**src/rtl/hsv2rgb.sv**
```systemverilog
// HSV to RGB converter: 8-bit hue circle (0..255), saturation and value in,
// DWIDTH_RGB-bit channels out through a stall-able 4-stage pipeline.
module hsv2rgb #(
    parameter int DWIDTH_RGB = 8
) (
    input  logic                  clock,
    input  logic                  reset,
    input  logic                  in_valid,
    output logic                  in_ready,
    input  logic [7:0]            h,
    input  logic [7:0]            s,
    input  logic [7:0]            v,
    output logic                  out_valid,
    input  logic                  out_ready,
    output logic [DWIDTH_RGB-1:0] r,
    output logic [DWIDTH_RGB-1:0] g,
    output logic [DWIDTH_RGB-1:0] b
);

    logic        w_en;
    logic [10:0] w_h6;
    logic [15:0] w_sf_prod;
    logic [15:0] w_sfi_prod;
    logic [15:0] w_p_prod;
    logic [15:0] w_q_prod;
    logic [15:0] w_t_prod;
    logic [23:0] w_rgb;

    logic        r_s1_valid;
    logic [7:0]  r_s1_h;
    logic [7:0]  r_s1_s;
    logic [7:0]  r_s1_v;

    logic        r_s2_valid;
    logic [2:0]  r_s2_sector;
    logic [7:0]  r_s2_f;
    logic [7:0]  r_s2_s;
    logic [7:0]  r_s2_v;

    logic        r_s3_valid;
    logic [2:0]  r_s3_sector;
    logic [7:0]  r_s3_sf;
    logic [7:0]  r_s3_sfi;
    logic [7:0]  r_s3_s;
    logic [7:0]  r_s3_v;

    logic        r_s4_valid;
    logic [2:0]  r_s4_sector;
    logic [7:0]  r_s4_p;
    logic [7:0]  r_s4_q;
    logic [7:0]  r_s4_t;
    logic [7:0]  r_s4_s;
    logic [7:0]  r_s4_v;

    // One global enable: the whole pipe freezes while the output is held.
    assign w_en     = out_ready | ~out_valid;
    assign in_ready = w_en;

    assign w_h6       = {3'b000, r_s1_h} * 11'd6;
    assign w_sf_prod  = {8'd0, r_s2_s} * {8'd0, r_s2_f};
    assign w_sfi_prod = {8'd0, r_s2_s} * {8'd0, 8'd255 - r_s2_f};
    assign w_p_prod   = {8'd0, r_s3_v} * {8'd0, 8'd255 - r_s3_s};
    assign w_q_prod   = {8'd0, r_s3_v} * {8'd0, 8'd255 - r_s3_sf};
    assign w_t_prod   = {8'd0, r_s3_v} * {8'd0, 8'd255 - r_s3_sfi};

    // Sector select; greys and black override the hue path.
    always_comb begin
        w_rgb = 24'd0;
        if (r_s4_s == 8'd0) begin
            w_rgb = {r_s4_v, r_s4_v, r_s4_v};
        end else if (r_s4_v == 8'd0) begin
            w_rgb = 24'd0;
        end else begin
            case (r_s4_sector)
                3'd0:    w_rgb = {r_s4_v, r_s4_t, r_s4_p};
                3'd1:    w_rgb = {r_s4_q, r_s4_v, r_s4_p};
                3'd2:    w_rgb = {r_s4_p, r_s4_v, r_s4_t};
                3'd3:    w_rgb = {r_s4_p, r_s4_q, r_s4_v};
                3'd4:    w_rgb = {r_s4_t, r_s4_p, r_s4_v};
                3'd5:    w_rgb = {r_s4_v, r_s4_p, r_s4_q};
                default: w_rgb = {r_s4_v, r_s4_v, r_s4_v};
            endcase
        end
    end

    // Pipeline registers with synchronous active-low reset and global stall.
    always_ff @(posedge clock) begin
        if (!reset) begin
            r_s1_valid  <= 1'b0;
            r_s1_h      <= 8'd0;
            r_s1_s      <= 8'd0;
            r_s1_v      <= 8'd0;
            r_s2_valid  <= 1'b0;
            r_s2_sector <= 3'd0;
            r_s2_f      <= 8'd0;
            r_s2_s      <= 8'd0;
            r_s2_v      <= 8'd0;
            r_s3_valid  <= 1'b0;
            r_s3_sector <= 3'd0;
            r_s3_sf     <= 8'd0;
            r_s3_sfi    <= 8'd0;
            r_s3_s      <= 8'd0;
            r_s3_v      <= 8'd0;
            r_s4_valid  <= 1'b0;
            r_s4_sector <= 3'd0;
            r_s4_p      <= 8'd0;
            r_s4_q      <= 8'd0;
            r_s4_t      <= 8'd0;
            r_s4_s      <= 8'd0;
            r_s4_v      <= 8'd0;
            out_valid   <= 1'b0;
            r           <= {DWIDTH_RGB{1'b0}};
            g           <= {DWIDTH_RGB{1'b0}};
            b           <= {DWIDTH_RGB{1'b0}};
        end else if (w_en) begin
            r_s1_valid  <= in_valid;
            r_s1_h      <= h;
            r_s1_s      <= s;
            r_s1_v      <= v;

            r_s2_valid  <= r_s1_valid;
            r_s2_sector <= w_h6[10:8];
            r_s2_f      <= w_h6[7:0];
            r_s2_s      <= r_s1_s;
            r_s2_v      <= r_s1_v;

            r_s3_valid  <= r_s2_valid;
            r_s3_sector <= r_s2_sector;
            r_s3_sf     <= 8'(w_sf_prod >> 8);
            r_s3_sfi    <= 8'(w_sfi_prod >> 8);
            r_s3_s      <= r_s2_s;
            r_s3_v      <= r_s2_v;

            r_s4_valid  <= r_s3_valid;
            r_s4_sector <= r_s3_sector;
            r_s4_p      <= 8'(w_p_prod >> 8);
            r_s4_q      <= 8'(w_q_prod >> 8);
            r_s4_t      <= 8'(w_t_prod >> 8);
            r_s4_s      <= r_s3_s;
            r_s4_v      <= r_s3_v;

            out_valid   <= r_s4_valid;
            r           <= w_rgb[23 -: DWIDTH_RGB];
            g           <= w_rgb[15 -: DWIDTH_RGB];
            b           <= w_rgb[7 -: DWIDTH_RGB];
        end else begin
            out_valid   <= out_valid;
        end
    end

endmodule

```
**config.mk**
```make
export PLATFORM = sky130hd
export DESIGN_NAME = hsv2rgb
export DESIGN_NICKNAME = d
export VERILOG_FILES = /design/src/rtl/hsv2rgb.sv
export SDC_FILE = /design/constraint.sdc
export NUM_CORES = 1
export LEC_CHECK = 0
export BUFFER_PORTS_ARGS = -buffer_cell sky130_fd_sc_hd__buf_2
export CORE_MARGIN = 2
export CORE_UTILIZATION = 33
export DETAILED_ROUTE_END_ITERATION = 16
export PLACE_DENSITY = 0.51
export SYNTH_ARGS = -nofsm -noshare
export SYNTH_HDL_FRONTEND = slang
export SYNTH_SLANG_ARGS = --single-unit
```
**constraint.sdc**
```tcl
create_clock -name clock -period 4.9 [get_ports clock]
set_input_delay 0.735 -clock clock [delete_from_list [all_inputs] [get_ports clock]]
set_output_delay 0.735 -clock clock [all_outputs]
set_load 0.1 [all_outputs]
```
==> results of run 1 <==
==> cells by family (layout without fill, tap and decap cells) <==
group	after synthesis	count (layout)	synth area share
xor+xnor	40	40	0.0223
mux	2	2	0.00135
buf+inv	296	335	0.0707
flops	157	157	0.200
compound gates	360	360	0.145
simple gates	655	655	0.209
fa+ha+maj	341	341	0.352
==> through the flow <==
stage	instances	hold WS, ps	worst slack [ps]	cell area [sq um]
finish	2497	451	248	17400
detailed placement	2465	443	24.2	16800
global placement	2465	436	78.1	16800
floorplan	1851	426	389	15700
CTS	2497	454	20.0	17400
global route	2497	466	0.582	17400
==> worst max-delay path, delay by kind of cell (launching register included) <==
| family | cells | cell delay (ps) |
|---|---|---|
| AOI/OAI and AO/OA | 5 | 1120 |
| and+or+nand+nor | 2 | 300 |
| xor gates and xnor gates | 1 | 180 |
| buffers and inverters | 2 | 100 |
| adders and majority gates | 5 | 2300 |
| DFF | 1 | 520 |
==> worst paths after layout <==
kind                    start   endpoint  slack, ps  depth (start not counted)
setup reg to reg  r_s3_sfi[3]  r_s4_t[6]        250                         15
hold reg to reg     r_s1_s[2]  r_s2_s[2]        450                          2
setup / recovery  r_s3_sfi[3]  r_s4_t[6]        250                         15
hold / removal      r_s1_s[2]  r_s2_s[2]        450                          2
==> where the power goes <==
part	leakage [nW]	internal, mW	switching [mW]
clock	0.276	0.676	0.614
sequential	1.29	1.35	0.123
combinational	6.86	0.380	0.519
total	8.42	2.41	1.26
==> cells in the final DEF (no fill, tap or decap), types with 4 or more instances in the layout <==
cell                        count
sky130_fd_sc_hd__o21a_1        10
sky130_fd_sc_hd__nor3_1         4
sky130_fd_sc_hd__xnor2_1       23
sky130_fd_sc_hd__o21ai_1        9
sky130_fd_sc_hd__dfxtp_1      150
sky130_fd_sc_hd__xor2_1        17
sky130_fd_sc_hd__a21oi_1      157
sky130_fd_sc_hd__a222oi_1       8
sky130_fd_sc_hd__fa_1         169
sky130_fd_sc_hd__o31ai_1        4
sky130_fd_sc_hd__nand3_1        9
sky130_fd_sc_hd__buf_2         53
sky130_fd_sc_hd__nor2b_1      164
sky130_fd_sc_hd__buf_4         45
sky130_fd_sc_hd__inv_8          4
sky130_fd_sc_hd__a41o_1        17
sky130_fd_sc_hd__nor2_1        40
sky130_fd_sc_hd__a21o_1        31
sky130_fd_sc_hd__nand2b_1      75
sky130_fd_sc_hd__a211oi_1       5
sky130_fd_sc_hd__and2_1        47
sky130_fd_sc_hd__inv_6          5
sky130_fd_sc_hd__dfxtp_2        7
sky130_fd_sc_hd__inv_1        201
sky130_fd_sc_hd__ha_1         172
sky130_fd_sc_hd__a31oi_1        4
sky130_fd_sc_hd__clkbuf_16     17
sky130_fd_sc_hd__nand4b_1       4
sky130_fd_sc_hd__nand2_1      292
sky130_fd_sc_hd__o21ai_0       79
sky130_fd_sc_hd__and3_1         4
==> final cells by class <==
cell class | count | area (sq um) | area share
Clock buffer | 17 | 425 | 0.0245
Clock inverter | 15 | 146 | 0.00842
Inverter | 203 | 766 | 0.0440
Multi-Input combinational cell | 1398 | 11500 | 0.661
Sequential cell | 157 | 3150 | 0.181
Tap cell | 607 | 759 | 0.0437
Timing Repair Buffer | 100 | 643 | 0.0370
==> metal layers <==
metal	GRT usage	vias up
met2	0.285	185
met4	0.0307	0
li1	-	6047
met3	0.0184	21
met1	0.221	6110
met5	0	-
==> timing repair <==
action	CTS	global route
gates resized for setup	0	9
endpoints found under the setup margin	0	11
endpoints found under the hold margin	0	0
setup buffers	0	0
==> results.yml, run 1 <==
status:
  run_status: "completed"
yosys:
  netlist.area_leader.share: 0.215
  synth_nets: 2220
  avgSynthCellArea_sq_um: 8.50
  synth_async_sr_flop_share: 0
  synth.ff_latch_count: 157
  seq_area_frac_synth: 0.200
  ys_top_cells_by_count: "sky130_fd_sc_hd__nand2_1, sky130_fd_sc_hd__inv_1, sky130_fd_sc_hd__ha_1, sky130_fd_sc_hd__fa_1, sky130_fd_sc_hd__nor2b_1"
  synth_area_leader_cell: "sky130_fd_sc_hd__fa_1"
  synth.area.top_cells: "sky130_fd_sc_hd__fa_1, sky130_fd_sc_hd__dfxtp_1, sky130_fd_sc_hd__ha_1"
  synth_edf_count: 0
  synthesis.instances: 1851
  mappedNetlistArea_sq_um: 15700
  yosys_warnings: 0
  yosys_most_used_dff: "sky130_fd_sc_hd__dfxtp_1"
  netlist-cell-type-count: 70
  yosysMostFrequentCell: "sky130_fd_sc_hd__nand2_1"
timing:
  timing.slew.headroom: 0.254
  setup-violations-final: 0
  hold_violation_total_from_the_final_report: 0
  totalNegativeSetupSlack_ps: 0
  rsz_0062_raised_after_global_routing: "false"
  max_clock_freq_mhz: 215
  period_minus_slack_ps: 4650
  tightest_slew_ps: 1110
  period_share: 0.949
  final-max-slew-violation-count: 0
  clock_skew_ps: 9.76
power_and_ir_drop:
  max-vdd-ir-drop_mv: 0.169
  pwr_density_cell_nw_per_um2: 211
  totalPowerFinal_mw: 3.66
  leakagePower_nw: 8.42
floorplan:
  num_rows: 79
  die_w_um: 222
  die-area_sq_um: 49400
  core_area_sq_um: 46800
  die_span_in_y_um: 222
  start_util: 0.336
  ioPinCount: 54
run:
  cap_viol_max_count: 0
routing:
  drt_pass1_iterations: 6
  vias: 12400
  met1Wirelength_um: 18700
  wl_per_cell_um: 15.6
  route.detailed.vias_per_inst: 4.95
  met2WireLength_um: 18800
  post_route_drc: 0
  detailroute.wirelength.met3_um: 1220
  count_of_routing_violations_after_the_opening_detailed_route_iteration: 539
  route.antenna.remaining_nets: 0
  top_layer_used: "met4"
  route.final.wire_length_um: 39000
clock_network:
  cts.reportedPaths.clkPinSlew_ps: 70
  ctsLongestPathBuffers: 2
  cts-buffers-inserted: 17
  clockRootBuffer: "sky130_fd_sc_hd__clkbuf_16"
  ctsHtreeMaxLevel: 4
  cts_sinks: 157
  clk_latency_ps: 440
  cts_tree: "yes"
  hold_buffers: 0
cells_and_area:
  drive_gt1_frac: 0.0873
  filler_cell_count: 4852
  final_nets: 2246
  antenna_cells_inserted: 0
  syn_to_final_growth_pct: 10.6
  post-route-util: 0.372
grt:
  overflow: 0
  grt_pass1_vias: 12700
  gr-usage-all-layers: 0.164
  grt_pass1_wl_um: 66000
  grt_max_degree: 89
  grt_antenna_before_repair: 0
setup_path:
  cp_slowest_cell: "sky130_fd_sc_hd__fa_1"
  cp-end-kind: "register"
  cpPeakStageDelay_ps: 550
  cp_max_fo: 9
  timing.critical_path.cells: "nor2b_1 -> fa_1 -> inv_1 -> fa_1 -> fa_1 -> fa_1 -> inv_1 -> ha_1 -> and2_4 -> a221o_1 -> a31oi_4 -> a21oi_2 -> a311oi_1 -> xor2_1 -> o21ai_1"
  timing.critical_path.arrival_ps: 4940
  critical-path-top-cell-by-count: "sky130_fd_sc_hd__fa_1"
  timing.critical_path.required_ps: 5190
  critical_setup_path_class: "reg -> reg"
  critical_path.startpoint_type: "register"
placement:
  gp_congestion: 0.878
  hpwl_um: 30000
  port_buffers: 53
worst_hold_path:
  hold_path_class: "reg -> reg"
No activity file was read; power rests on OpenSTA's default activity.
==> run 2: changes to the inputs <==
==> constraint.sdc (replaced) <==
create_clock -name clock -period 4.9 [get_ports clock]
set_input_delay 0.49 -clock clock [delete_from_list [all_inputs] [get_ports clock]]
set_output_delay 0.49 -clock clock [all_outputs]
set_load 0.1 [all_outputs]
==> run 2 against run 1 <==
  * Routed wire length is 1.6% higher
  * Non-clock buffer count up 2
  * Clock power increased by 9%
  * Global-route usage increased by 0.49 points
  * Maximum frequency down 0.36%
  * Register-to-register slack worse by 20 ps
  * Worst setup slack worse by 17 ps
  * Largest cell class unchanged
  * Highest routed layer unchanged
==> results.yml, run 2 (same netlist as run 1, synthesis figures left out) <==
routing:
  post_route_drc: 0
  route.antenna.remaining_nets: 0
  count_of_routing_violations_after_the_opening_detailed_route_iteration: 773
  drt_pass1_iterations: 5
  route.detailed.vias_per_inst: 4.96
  route.final.wire_length_um: 39700
  vias: 12400
  wl_per_cell_um: 15.9
timing:
  timing.slew.headroom: 0.258
  hold_violation_total_from_the_final_report: 0
  period_share: 0.953
  clock_skew_ps: 21.5
  final-max-slew-violation-count: 0
  setup-violations-final: 0
  period_minus_slack_ps: 4670
  finalHoldWorstSlack_ps: 277
  totalNegativeSetupSlack_ps: 0
  max_clock_freq_mhz: 214
  rsz_0062_raised_after_global_routing: "false"
  tightest_slew_ps: 1110
cells_and_area:
  commonest_non_fill_non_tap_cells_in_the_layout: "sky130_fd_sc_hd__nand2_1, sky130_fd_sc_hd__inv_1, sky130_fd_sc_hd__ha_1, sky130_fd_sc_hd__fa_1, sky130_fd_sc_hd__nor2b_1"
  area.sequential_sq_um: 3160
  syn_to_final_growth_pct: 10.8
  mostFrequentLayoutCell: "sky130_fd_sc_hd__nand2_1"
  drive_gt1_frac: 0.0899
  multiInputGateArea_sq_um: 11500
  final_nets: 2248
  filler_cell_count: 4807
setup_path:
  timing.critical_path.arrival_ps: 4940
  timing.critical_path.required_ps: 5170
  cp-end-kind: "register"
  critical_path.startpoint_type: "register"
  critical_setup_path_class: "reg -> reg"
  cp_max_fo: 11
clock_network:
  postCtsSetupRepairBufs: 0
  ctsLongestPathBuffers: 2
  clockRootBuffer: "sky130_fd_sc_hd__clkbuf_16"
  cts_sinks: 157
  cts_tree: "yes"
  cts.reportedPaths.clkPinSlew_ps: 70
  post_cts.resized_instances: 0
  cts-buffers-inserted: 17
  ctsHtreeMaxLevel: 4
  hold_buffers: 0
  clk_latency_ps: 450
floorplan:
  num_rows: 79
  die_w_um: 222
  ioPinCount: 54
  die_span_in_y_um: 222
  core_area_sq_um: 46800
  start_util: 0.336
  die-area_sq_um: 49400
placement:
  gp_congestion: 0.826
  hpwl_um: 30300
  port_buffers: 53
grt:
  grt_pass1_vias: 13000
  overflow: 0
  gr-usage-all-layers: 0.169
  grt_antenna_before_repair: 0
  grt_max_degree: 121
  grt_pass1_wl_um: 68000
run:
  cap_viol_max_count: 0
status:
  run_status: "completed"
worst_hold_path:
  hold_path_class: "in -> reg"
power_and_ir_drop:
  leakagePower_nw: 8.45
  max-vdd-ir-drop_mv: 0.251
  pwr_density_cell_nw_per_um2: 217
[run 2: changes by cell type in the layout (fill, tap and decap cells not counted), moves of 2 or more]
cell / change
sky130_fd_sc_hd__clkinv_4: -3
sky130_fd_sc_hd__dfxtp_1: -3
sky130_fd_sc_hd__buf_4: +2
sky130_fd_sc_hd__bufinv_16: +2
sky130_fd_sc_hd__dfxtp_2: +2
sky130_fd_sc_hd__inv_6: +2
[run 2: where the power goes]
group          switching (mW)  internal [mW]
clock network           0.627          0.772
registers               0.122           1.35
logic                   0.523          0.381
[run 2: final timing paths]
check	start	end	slack (ps)	cells past startpoint
setup / recovery	r_s2_f[4]	r_s3_sfi[7]	230	16
hold / removal	h[0]	r_s1_h[0]	280	3
setup reg to reg	r_s2_f[4]	r_s3_sfi[7]	230	16
hold reg to reg	r_s4_s[3]	r_s4_s[3]	450	2
[run 2: through the flow]
| stage | total power [mW] | worst slack [ps] | cell area [sq um] | utilization | std cells |
|---|---|---|---|---|---|
| 2_1_floorplan | 2.13 | 389 | 15700 | - | 1851 |
| 3_3_place_gp | 2.40 | 234 | 16800 | 0.359 | 2467 |
| 3_5_place_dp | 2.41 | 143 | 16800 | 0.359 | 2467 |
| 4_1_cts | 3.83 | 140 | 17400 | 0.372 | 2499 |
| 5_1_grt | 4.03 | 3.31 | 17400 | 0.373 | 2499 |
| 6_report | 3.77 | 232 | 17400 | 0.373 | 2500 |
[run 2: final cells by class]
| cell class | count | share of cell area |
|---|---|---|
| Antenna cell | 1 | 0.000144 |
| Clock buffer | 18 | 0.0246 |
| Clock inverter | 14 | 0.00962 |
| Inverter | 203 | 0.0439 |
| Multi-Input combinational cell | 1398 | 0.659 |
| Sequential cell | 157 | 0.181 |
| Tap cell | 607 | 0.0436 |
| Timing Repair Buffer | 102 | 0.0378 |
[run 2: routing by layer]
layer  global-route usage  vias up  wire (um)
li1                     -     6051          -
met1                0.231     6125      19300
met2                0.287      195      18700
met3               0.0186       37       1130
met4               0.0386        0        512
met5                    0        -          0
[run 2: critical path, cell delays in order, from the launching register on]
cell and delay, ps:
sky130_fd_sc_hd__dfxtp_1 620, sky130_fd_sc_hd__nand2b_1 190, sky130_fd_sc_hd__fa_1 440, sky130_fd_sc_hd__fa_1 540, sky130_fd_sc_hd__inv_1 50, sky130_fd_sc_hd__fa_1 470
sky130_fd_sc_hd__inv_1 50, sky130_fd_sc_hd__fa_1 470, sky130_fd_sc_hd__inv_1 40, sky130_fd_sc_hd__ha_1 300, sky130_fd_sc_hd__a21o_1 190, sky130_fd_sc_hd__a21o_1 170
sky130_fd_sc_hd__a41o_1 260, sky130_fd_sc_hd__a41oi_4 310, sky130_fd_sc_hd__o22ai_2 120, sky130_fd_sc_hd__mux2i_1 180, sky130_fd_sc_hd__o22ai_1 90
==> run 3: changes to the inputs <==
--- a/config.mk
+++ b/config.mk
@@ -5,8 +5,8 @@
 export SDC_FILE = /design/constraint.sdc
 export NUM_CORES = 1
 export LEC_CHECK = 0
-export BUFFER_PORTS_ARGS = -buffer_cell sky130_fd_sc_hd__buf_2
-export CORE_MARGIN = 2
+export BUFFER_PORTS_ARGS = -buffer_cell sky130_fd_sc_hd__buf_4
+export CORE_MARGIN = 1.5
 export CORE_UTILIZATION = 33
 export DETAILED_ROUTE_END_ITERATION = 16
 export PLACE_DENSITY = 0.51
==> run 3 against run 2 <==
  * Routed wire length rose by 1.5%
  * Non-clock buffer count rose by 3
  * Cell count barely moved
  * Via count fell by 1.6%
  * Sequential share of layout area fell by 0.19 points
  * Clock-buffer cell count did not move
  * Worst setup slack improved by 10 ps
  * Combinational power rose by 1%
  * Cell area rose by 1.0%
  * Die area fell by 0.90%
  * Critical endpoint is now r_s4_t[6]
  * Largest power group unchanged
  * Highest routed layer unchanged
==> results.yml, run 3 (same netlist as run 1, synthesis figures left out) <==
status:
  run_status: "completed"
clock_network:
  ctsHtreeMaxLevel: 4
  ctsLongestPathBuffers: 2
  cts_tree: "yes"
  cts-buffers-inserted: 17
  clk_latency_ps: 450
  hold_buffers: 0
  cts_sinks: 157
  clockRootBuffer: "sky130_fd_sc_hd__clkbuf_16"
  postCtsSetupRepairBufs: 0
  cts.reportedPaths.clkPinSlew_ps: 80
power_and_ir_drop:
  max-vdd-ir-drop_mv: 0.252
  comb_power_share: 0.238
  power.switching_fraction: 0.331
  clkPwrFrac: 0.378
  sequentialPowerShare: 0.383
  pwr_density_cell_nw_per_um2: 218
  totalPowerFinal_mw: 3.84
  p_sw_mw: 1.27
  internal_power_mw: 2.57
  leakagePower_nw: 8.50
placement:
  gp_congestion: 0.855
  hpwl_um: 30100
  port_buffers: 53
grt:
  grt_pass1_wl_um: 67200
  grt_pass1_vias: 12800
  overflow: 0
  gr-usage-all-layers: 0.170
  grt_antenna_before_repair: 0
  grt_max_degree: 122
routing:
  drt_pass1_iterations: 5
  count_of_routing_violations_after_the_opening_detailed_route_iteration: 729
  route.final.wire_length_um: 40300
  post_route_drc: 0
  wl_per_cell_um: 16.1
  vias: 12200
  route.antenna.remaining_nets: 0
  route.detailed.vias_per_inst: 4.88
floorplan:
  ioPinCount: 54
  core_area_sq_um: 46800
  die_span_in_y_um: 221
  num_rows: 79
  die_w_um: 221
  die-area_sq_um: 49000
  start_util: 0.336
timing:
  tightest_slew_ps: 1140
  rsz_0062_raised_after_global_routing: "false"
  timing.slew.headroom: 0.237
  totalNegativeSetupSlack_ps: 0
  clock_skew_ps: 17.8
  max_clock_freq_mhz: 215
  hold_violation_total_from_the_final_report: 0
  final-max-slew-violation-count: 0
  period_share: 0.951
  period_minus_slack_ps: 4660
  setup-violations-final: 0
worst_hold_path:
  hold_depth: 3
  source_of_the_worst_hold_timing_path: "v[5]"
  end_of_the_worst_hold_path: "r_s1_v[5]"
  hold_path_class: "in -> reg"
setup_path:
  regToRegEndpoint: "r_s4_t[6]"
  critical_setup_path_class: "reg -> reg"
  reg2reg_setup_slack_ps: 240
  cp_max_fo: 7
  timing.critical_path.required_ps: 5210
  worstRegToRegCells: 16
  cp_slowest_cell: "sky130_fd_sc_hd__fa_1"
  cpPeakStageDelay_ps: 550
  r2r-start: "r_s3_v[4]"
  critical_path.startpoint_type: "register"
  critical-path-top-cell-by-count: "sky130_fd_sc_hd__fa_1"
  cp-end-kind: "register"
  timing.critical_path.cells: "buf_4 -> nor2b_1 -> fa_1 -> inv_1 -> fa_1 -> fa_1 -> fa_1 -> inv_1 -> ha_1 -> and2_4 -> a221o_1 -> a31oi_4 -> a21oi_2 -> a311oi_2 -> xor2_1 -> o21ai_1"
  timing.critical_path.arrival_ps: 4970
cells_and_area:
  antenna_cells_inserted: 0
  commonest_non_fill_non_tap_cells_in_the_layout: "sky130_fd_sc_hd__nand2_1, sky130_fd_sc_hd__inv_1, sky130_fd_sc_hd__ha_1, sky130_fd_sc_hd__fa_1, sky130_fd_sc_hd__nor2b_1"
  mostFrequentLayoutCell: "sky130_fd_sc_hd__nand2_1"
  final_nets: 2251
  drive_gt1_frac: 0.0919
  syn_to_final_growth_pct: 11.9
run:
  cap_viol_max_count: 0
-- run 3: repair_timing --
action                                  CTS  global route
endpoints found under the setup margin    0            14
resized for setup                         0            12
endpoints found under the hold margin     0             0
-- run 3: worst max path at each step --
| stage | startpoint | endpoint | slack [ps] | cells past startpoint |
|---|---|---|---|---|
| after floorplan | r_s3_v[5] | r_s4_q[4] | 390 | 15 |
| after global placement | r_s3_v[5] | r_s4_q[4] | 100 | 15 |
| after detailed placement | r_s3_v[5] | r_s4_q[4] | 80 | 15 |
| after CTS | r_s3_v[5] | r_s4_q[4] | 70 | 15 |
| after global routing | r_s3_v[4] | r_s4_q[4] | 0.8 | 15 |
| final | r_s3_v[4] | r_s4_t[6] | 240 | 16 |
-- run 3: power by group through the flow --
stage | Sequential, mW | Clock [mW] | Combinational [mW]
finish | 1.47 | 1.45 | 0.916
global placement | 1.50 | 0 | 0.906
CTS | 1.47 | 1.48 | 0.930
global route | 1.49 | 1.53 | 1.06
floorplan | 1.47 | 0 | 0.668
detailed placement | 1.50 | 0 | 0.921
-- run 3: layout make-up --
cell class | instances | area [sq um]
repair buffers | 105 | 813
well taps | 607 | 759
flip-flops and latches | 157 | 3160
inverters | 203 | 766
clock buffers | 18 | 439
fillers | 4827 | 29200
clock inverters | 13 | 183
multi-input cells | 1398 | 11500
-- run 3: worst max-delay path, delay by kind of cell, from the launching register on --
family	cells	cell delay [ps]
and+or+nand+nor	2	320
xor gates and xnor gates	1	170
buffers and inverters	3	290
AOI/OAI and AO/OA	5	1080
adders and majority gates	5	2280
DFF	1	380
-- run 3: metal layers --
layer / track usage / share of wire / vias to the layer above
met5: 0 / 0 / -
met4: 0.0340 / 0.0087 / 0
met3: 0.0305 / 0.036 / 25
met2: 0.286 / 0.47 / 179
met1: 0.228 / 0.49 / 5944
li1: - / - / 6067
-- run 3: per-stage QoR --
stage | utilization | setup WS [ps] | hold WS (ps) | cell area [sq um] | cells
after floorplan | - | 389 | 426 | 15700 | 1851
after global placement | 0.363 | 101 | 435 | 17000 | 2470
after detailed placement | 0.363 | 81.6 | 441 | 17000 | 2470
after CTS | 0.376 | 74.5 | 270 | 17600 | 2501
after global routing | 0.377 | 0.769 | 270 | 17600 | 2501
final | 0.377 | 242 | 286 | 17600 | 2501
